==> config.mk <==
export PLATFORM = sky130hd
export DESIGN_NAME = fir_coeff_loader
export DESIGN_NICKNAME = d
export VERILOG_FILES = /design/src/rtl/fir_pkg.sv /design/src/rtl/fir_coeff_loader_sync_edge.sv /design/src/rtl/fir_coeff_loader.sv
export SDC_FILE = /design/constraint.sdc
export NUM_CORES = 1
export LEC_CHECK = 0
export ABC_AREA = 1
export BUFFER_PORTS_ARGS = -buffer_cell sky130_fd_sc_hd__buf_2
export CAP_MARGIN = 20
export CORE_MARGIN = 8
export CORE_UTILIZATION = 25
export CTS_CLUSTER_SIZE = 25
export DETAILED_ROUTE_END_ITERATION = 10
export SLEW_MARGIN = 10
export SYNTH_ARGS = -nofsm -noshare
export SYNTH_HDL_FRONTEND = slang
export SYNTH_SLANG_ARGS = --single-unit
==> constraint.sdc <==
create_clock -name clk -period 3.4 [get_ports clk]
set_clock_uncertainty 0.15 [all_clocks]
set_input_delay 0.34 -clock clk [delete_from_list [all_inputs] [get_ports clk]]
set_output_delay 0.34 -clock clk [all_outputs]
set_load 0.02 [all_outputs]
==> src/rtl/fir_pkg.sv <==
// Purpose: shared constants and FSM state type for the FIR coefficient loader.
// Latency: n/a (declarations only).
// Backpressure: n/a.
package fir_pkg;

    localparam int DEF_SIZE        = 8;   // width of one coefficient on the coeffs bus
    localparam int DEF_NUM_COEFF   = 4;   // number of taps
    localparam int DEF_CW          = 5;   // width of the switch coefficient field
    localparam int DEF_SYNC_STAGES = 2;   // synchronizer depth

    localparam int SEL_W = $clog2(DEF_NUM_COEFF);

    typedef enum logic [0:0] {
        IDLE      = 1'b0,
        WAIT_TICK = 1'b1
    } state_t;

endpackage

==> src/rtl/fir_coeff_loader_sync_edge.sv <==
// Purpose: multi-flop synchronizer for one slow level input plus registered rising-edge pulse.
// Latency: an input rise before edge 0 gives a one-cycle pulse after edge SYNC_STAGES.
// Backpressure: none; every rise produces exactly one pulse.
//
// Ports:
//   clk, rst : clock, asynchronous active-high reset
//   d        : asynchronous level input
//   rise     : one-cycle pulse per synchronized rising edge
module sync_edge #(
    parameter int SYNC_STAGES = 2
) (
    input  logic clk,
    input  logic rst,
    input  logic d,
    output logic rise
);

    logic [SYNC_STAGES-1:0] sync_q;
    logic                   hist_q;

    always_ff @(posedge clk or posedge rst) begin
        if (rst) begin
            sync_q <= '0;
            hist_q <= 1'b0;
            rise   <= 1'b0;
        end else begin
            sync_q <= {sync_q[SYNC_STAGES-2:0], d};
            hist_q <= sync_q[SYNC_STAGES-1];
            // Registered so downstream logic sees a clean flop output.
            rise   <= sync_q[SYNC_STAGES-1] & ~hist_q;
        end
    end

endmodule

==> src/rtl/fir_coeff_loader.sv <==
// Purpose: switch-driven shadow coefficient bank, applied atomically to the active bank on sample_tick.
// Latency: load/commit act SYNC_STAGES+1 edges after the switch rises; bank applies on the edge sampling sample_tick.
// Backpressure: loads arriving while a commit is pending are dropped and flagged by load_rejected.
//
// Ports:
//   clk, rst      : clock, asynchronous active-high reset
//   coeff_in, sel : asynchronous coefficient value and shadow slot index
//   load, commit  : asynchronous switch levels; each rise is one request
//   sample_tick   : one-cycle pulse at the sample boundary
//   coeffs        : active bank, slot i at [i*SIZE +: SIZE]
//   dirty         : per-slot "written since last commit" flags
//   pending       : commit accepted, waiting for sample_tick
//   commit_done   : one-cycle pulse on the edge coeffs updates
//   load_rejected : one-cycle pulse when a load edge is dropped
module fir_coeff_loader
    import fir_pkg::*;
#(
    parameter int SIZE        = DEF_SIZE,
    parameter int NUM_COEFF   = DEF_NUM_COEFF,
    parameter int CW          = DEF_CW,
    parameter int SYNC_STAGES = DEF_SYNC_STAGES
) (
    input  logic                         clk,
    input  logic                         rst,
    input  logic [CW-1:0]                coeff_in,
    input  logic [$clog2(NUM_COEFF)-1:0] sel,
    input  logic                         load,
    input  logic                         commit,
    input  logic                         sample_tick,
    output logic [NUM_COEFF*SIZE-1:0]    coeffs,
    output logic [NUM_COEFF-1:0]         dirty,
    output logic                         pending,
    output logic                         commit_done,
    output logic                         load_rejected
);

    localparam int SW = $clog2(NUM_COEFF);

    // Data and index synchronizer: a plain vector pipeline. The operator
    // holds these steady before pulling load, so no per-bit coherence issue.
    logic [CW+SW-1:0] vsync_q [SYNC_STAGES];
    logic [CW-1:0]    coeff_s;
    logic [SW-1:0]    sel_s;

    always_ff @(posedge clk or posedge rst) begin
        if (rst) begin
            for (int i = 0; i < SYNC_STAGES; i++) vsync_q[i] <= '0;
        end else begin
            vsync_q[0] <= {sel, coeff_in};
            for (int i = 1; i < SYNC_STAGES; i++) vsync_q[i] <= vsync_q[i-1];
        end
    end

    assign {sel_s, coeff_s} = vsync_q[SYNC_STAGES-1];

    logic load_rise;
    logic commit_rise;

    sync_edge #(.SYNC_STAGES(SYNC_STAGES)) u_load_sync (
        .clk  (clk),
        .rst  (rst),
        .d    (load),
        .rise (load_rise)
    );

    sync_edge #(.SYNC_STAGES(SYNC_STAGES)) u_commit_sync (
        .clk  (clk),
        .rst  (rst),
        .d    (commit),
        .rise (commit_rise)
    );

    // Out-of-range slot only possible when NUM_COEFF is not a power of two.
    logic sel_ok;
    generate
        if ((1 << SW) == NUM_COEFF) begin : g_sel_full
            assign sel_ok = 1'b1;
        end else begin : g_sel_range
            assign sel_ok = (sel_s < SW'(NUM_COEFF));
        end
    endgenerate

    state_t state, next_state;
    logic   do_write, do_reject, do_apply;
    logic [NUM_COEFF*SIZE-1:0] shadow;

    always_ff @(posedge clk or posedge rst) begin
        if (rst) state <= IDLE;
        else     state <= next_state;
    end

    always_comb begin
        next_state = state;
        do_write   = 1'b0;
        do_reject  = 1'b0;
        do_apply   = 1'b0;
        case (state)
            IDLE: begin
                if (load_rise) begin
                    if (sel_ok) do_write  = 1'b1;
                    else        do_reject = 1'b1;
                end
                // A tick coinciding with the commit is deliberately not used:
                // the bank waits for the next full sample boundary.
                if (commit_rise && (dirty != '0)) next_state = WAIT_TICK;
            end
            WAIT_TICK: begin
                // Shadow is frozen while a commit is pending so the applied
                // bank is exactly what the operator committed.
                if (load_rise) do_reject = 1'b1;
                if (sample_tick) begin
                    do_apply   = 1'b1;
                    next_state = IDLE;
                end
            end
            default: next_state = IDLE;
        endcase
    end

    always_ff @(posedge clk or posedge rst) begin
        if (rst) begin
            shadow        <= '0;
            coeffs        <= '0;
            dirty         <= '0;
            commit_done   <= 1'b0;
            load_rejected <= 1'b0;
        end else begin
            commit_done   <= do_apply;
            load_rejected <= do_reject;
            if (do_write) begin
                shadow[sel_s*SIZE +: SIZE] <= SIZE'(coeff_s);
                dirty[sel_s]               <= 1'b1;
            end
            if (do_apply) begin
                coeffs <= shadow;
                dirty  <= '0;
            end
        end
    end

    assign pending = (state == WAIT_TICK);

endmodule

==> impl_metrics.py <==
metrics = {
    "final_layout": {
        "fin_nets": 360,
        "fill_cells": 1118,
        "multi_input_area_um2": 792.0,
        "drive_gt1_frac": 0.1850,
        "regArea_um2": 1727,
        "antenna_cells": 0,
        "area_growth_pct": 24.93,
    },
    "logic_synthesis": {
        "yosys_warnings": 0,
        "synth.distinct_cells": 15,
        "synth_area_um2": 2680,
        "ys_seq_area_frac": 0.6443,
        "postSynthCellCount": 285,
        "yosys_register_bits": 69,
        "synth.avg_cell_area_um2": 9.404,
    },
    "worst_setup_path": {
        "r2r-end": "coeffs[0]",
        "critPathMostFrequentCell": "nand2_1",
        "max_stage_delay_ns": 0.56,
        "cp_max_fo": 24,
        "timing.rr.start": "pending",
        "start_kind": "flip-flop",
        "path_class": "flip-flop to flip-flop",
        "reg2reg_depth": 4,
        "crit_arrival_ns": 2.13,
        "cp_cell_sequence": "nand2_1 > inv_1 > nand2_1 > nand2_1",
        "critPathSlowestCell": "nand2_1",
        "end_kind": "flip-flop",
        "required_ns": 3.48,
        "reg2reg_slack_ns": 1.35,
    },
    "min_path": {
        "holdPathEnd": "pending",
        "hold_path.class": "primary input to flip-flop",
        "min_from": "sample_tick",
        "hold-path-cell-count": 3,
    },
    "grt": {
        "met2_usage": 0.1275,
        "grt_pass1_vias": 1906,
        "grt_pass1_wl_mm": 9.045,
        "gr-usage-met3": 0.02771,
        "antenna_found_initial": 0,
        "use_met1": 0.09307,
        "top_usage_layer": "met2",
        "grt.overflow.total": 0,
        "grt_start_max_net_pins": 48,
        "grt_use_total": 0.08002,
    },
    "drt": {
        "route.detailed.wl_per_inst_um": 10.97,
        "avgViaCountPerCell": 3.829,
        "post-route-drc-count": 0,
        "postRouteAntennaNets": 0,
        "dr_total_vias": 1861,
        "drt-initial-drc-count": 66,
        "firstDrtPassIters": 6,
        "finalWirelength_mm": 5.329,
    },
    "floorplanning": {
        "io_pins": 51,
        "dieArea_um2": 14290,
        "start_util": 0.2516,
        "die_y_um": 119.5,
        "row_count": 38,
        "die_x_um": 119.5,
        "coreArea_um2": 10650,
    },
    "timing": {
        "rsz0062_at_grt": "no",
        "tns_ns": 0,
        "max_clock_freq_ghz": 0.4878,
        "maxSlewViolCount": 0,
        "tightest_slew_ns": 0.7291,
        "slew_headroom": 0.5127,
        "setup_ws_ns": 1.350,
        "setup_viol": 0,
        "min_period_ns": 2.050,
        "finalCritPeriodShare": 0.6029,
        "final_hold_viol_count": 0,
    },
    "clock_network": {
        "clockBufferDepth": 2,
        "numCtsBuffers": 9,
        "cts.clk_slew.worst_paths_ns": 0.07,
        "hold_buffers": 9,
        "cts-root-buf": "clkbuf_8",
        "cts_setup_buffers": 0,
        "cts.htree.levels": 3,
        "worstSkewPairLatency_ns": 0.34,
        "cts_resized": 0,
        "clock_sinks": 69,
        "cts_tree": "yes",
    },
    "flow_run": {
        "max_cap_viol_count": 0,
    },
    "pwr": {
        "leakagePower_nw": 1.909,
        "ir_worst_vdd_mv": 0.2273,
        "p_per_area_nw_per_um2": 668.8,
    },
    "status": {
        "status": "finished clean",
    },
    "place": {
        "io_buffers": 38,
        "place_congestion": 0.7658,
        "dp_slack_ns": 1.276,
        "dp_hpwl_mm": 3.821,
    },
}
-- kinds of logic (layout without fill, tap and decap cells) --
logic type,after synthesis,after routing,synth area share
fa+ha+maj,7,7,0.03268
simple gates,164,164,0.2404
compound gates,3,3,0.005601
buf+inv,41,91,0.07563
flops,69,69,0.6443
other cells,1,12,0.001399
-- synthesized netlist by cell type --
library cell	count	share of area
nand2_1	138	0.19
dfrtp_1	69	0.64
inv_1	23	0.032
nor2_1	18	0.025
buf_4	12	0.034
ha_1	7	0.033
a21oi_1	3	0.0056
buf_2	3	0.0056
nand3_2	3	0.011
clkbuf_1	2	0.0028
nand3_1	2	0.0037
nor2_2	2	0.0047
conb_1	1	0.0014
inv_2	1	0.0014
or2_2	1	0.0023
-- how the worst max path moves through the flow --
stage / from / endpoint / depth (start not counted)
finish: pending / coeffs[0] / 4
global route: pending / coeffs[19] / 4
CTS: pending / coeffs[0] / 4
detailed placement: sample_tick / coeffs[17] / 5
global placement: sample_tick / coeffs[1] / 5
floorplan: rst / coeff_s[0] / 1
-- through the flow --
step / hold slack, ns / instances / utilization / power [mW] / cell area, um2
after global routing: 0.1072 / 486 / 0.3144 / 2.366 / 3348
after CTS: 0.1030 / 484 / 0.3116 / 2.272 / 3318
after global placement: 0.1821 / 459 / 0.2807 / 1.457 / 2989
after detailed placement: 0.1847 / 459 / 0.2807 / 1.467 / 2989
final: 0.1094 / 486 / 0.3144 / 2.239 / 3348
after floorplan: 0.1812 / 296 / - / 1.315 / 2721
-- worst max-delay path, delay by kind of cell, from the launching register on --
family                 cells  cell delay (ns)
AND/OR/NAND/NOR            3             0.81
buffers and inverters      1             0.54
flip-flops                 1             0.43
-- area by class of cell --
cell class / instances / share of cell area
Multi-Input combinational cell: 186 / 0.2365
Clock inverter: 6 / 0.03326
Timing Repair Buffer: 51 / 0.09716
Tap cell: 140 / 0.05232
Sequential cell: 69 / 0.5157
Inverter: 24 / 0.02691
Clock buffer: 10 / 0.03812
-- state kept, by name, indices dropped and copies added, names as in the netlist, 2 cells and up --
register,count
coeff_s,5
coeffs,20
dirty,4
sel_s,2
shadow,20
u_commit_sync.sync_q,2
u_load_sync.sync_q,2
vsync_q,7
-- per-layer routing --
| layer | routed length, um | vias up |
|---|---|---|
| li1 | - | 932 |
| met1 | 2507 | 875 |
| met2 | 2432 | 44 |
| met3 | 293 | 10 |
| met4 | 96 | 0 |
| met5 | 0 | - |
-- placed cells by master (no fill, tap or decap) --
cell and instances:
a21oi_1 3, buf_12 1, buf_2 38, buf_4 2, bufinv_16 3, clkbuf_1 1
clkbuf_8 9, clkinv_2 1, clkinv_4 1, clkinvlp_4 1, conb_1 12, dfrtp_1 69
dlygate4sd3_1 10, ha_1 7, inv_1 22, inv_2 2, nand2_1 138, nand3_1 2
nand3_2 3, nor2_1 18, nor2_2 2, or2_2 1
-- where the power goes --
part	internal, mW	total (mW)	switching (mW)
clock	0.487	0.791	0.304
sequential	0.941	1.01	0.0734
combinational	0.137	0.434	0.297
Power figures use the tool's default switching activity.
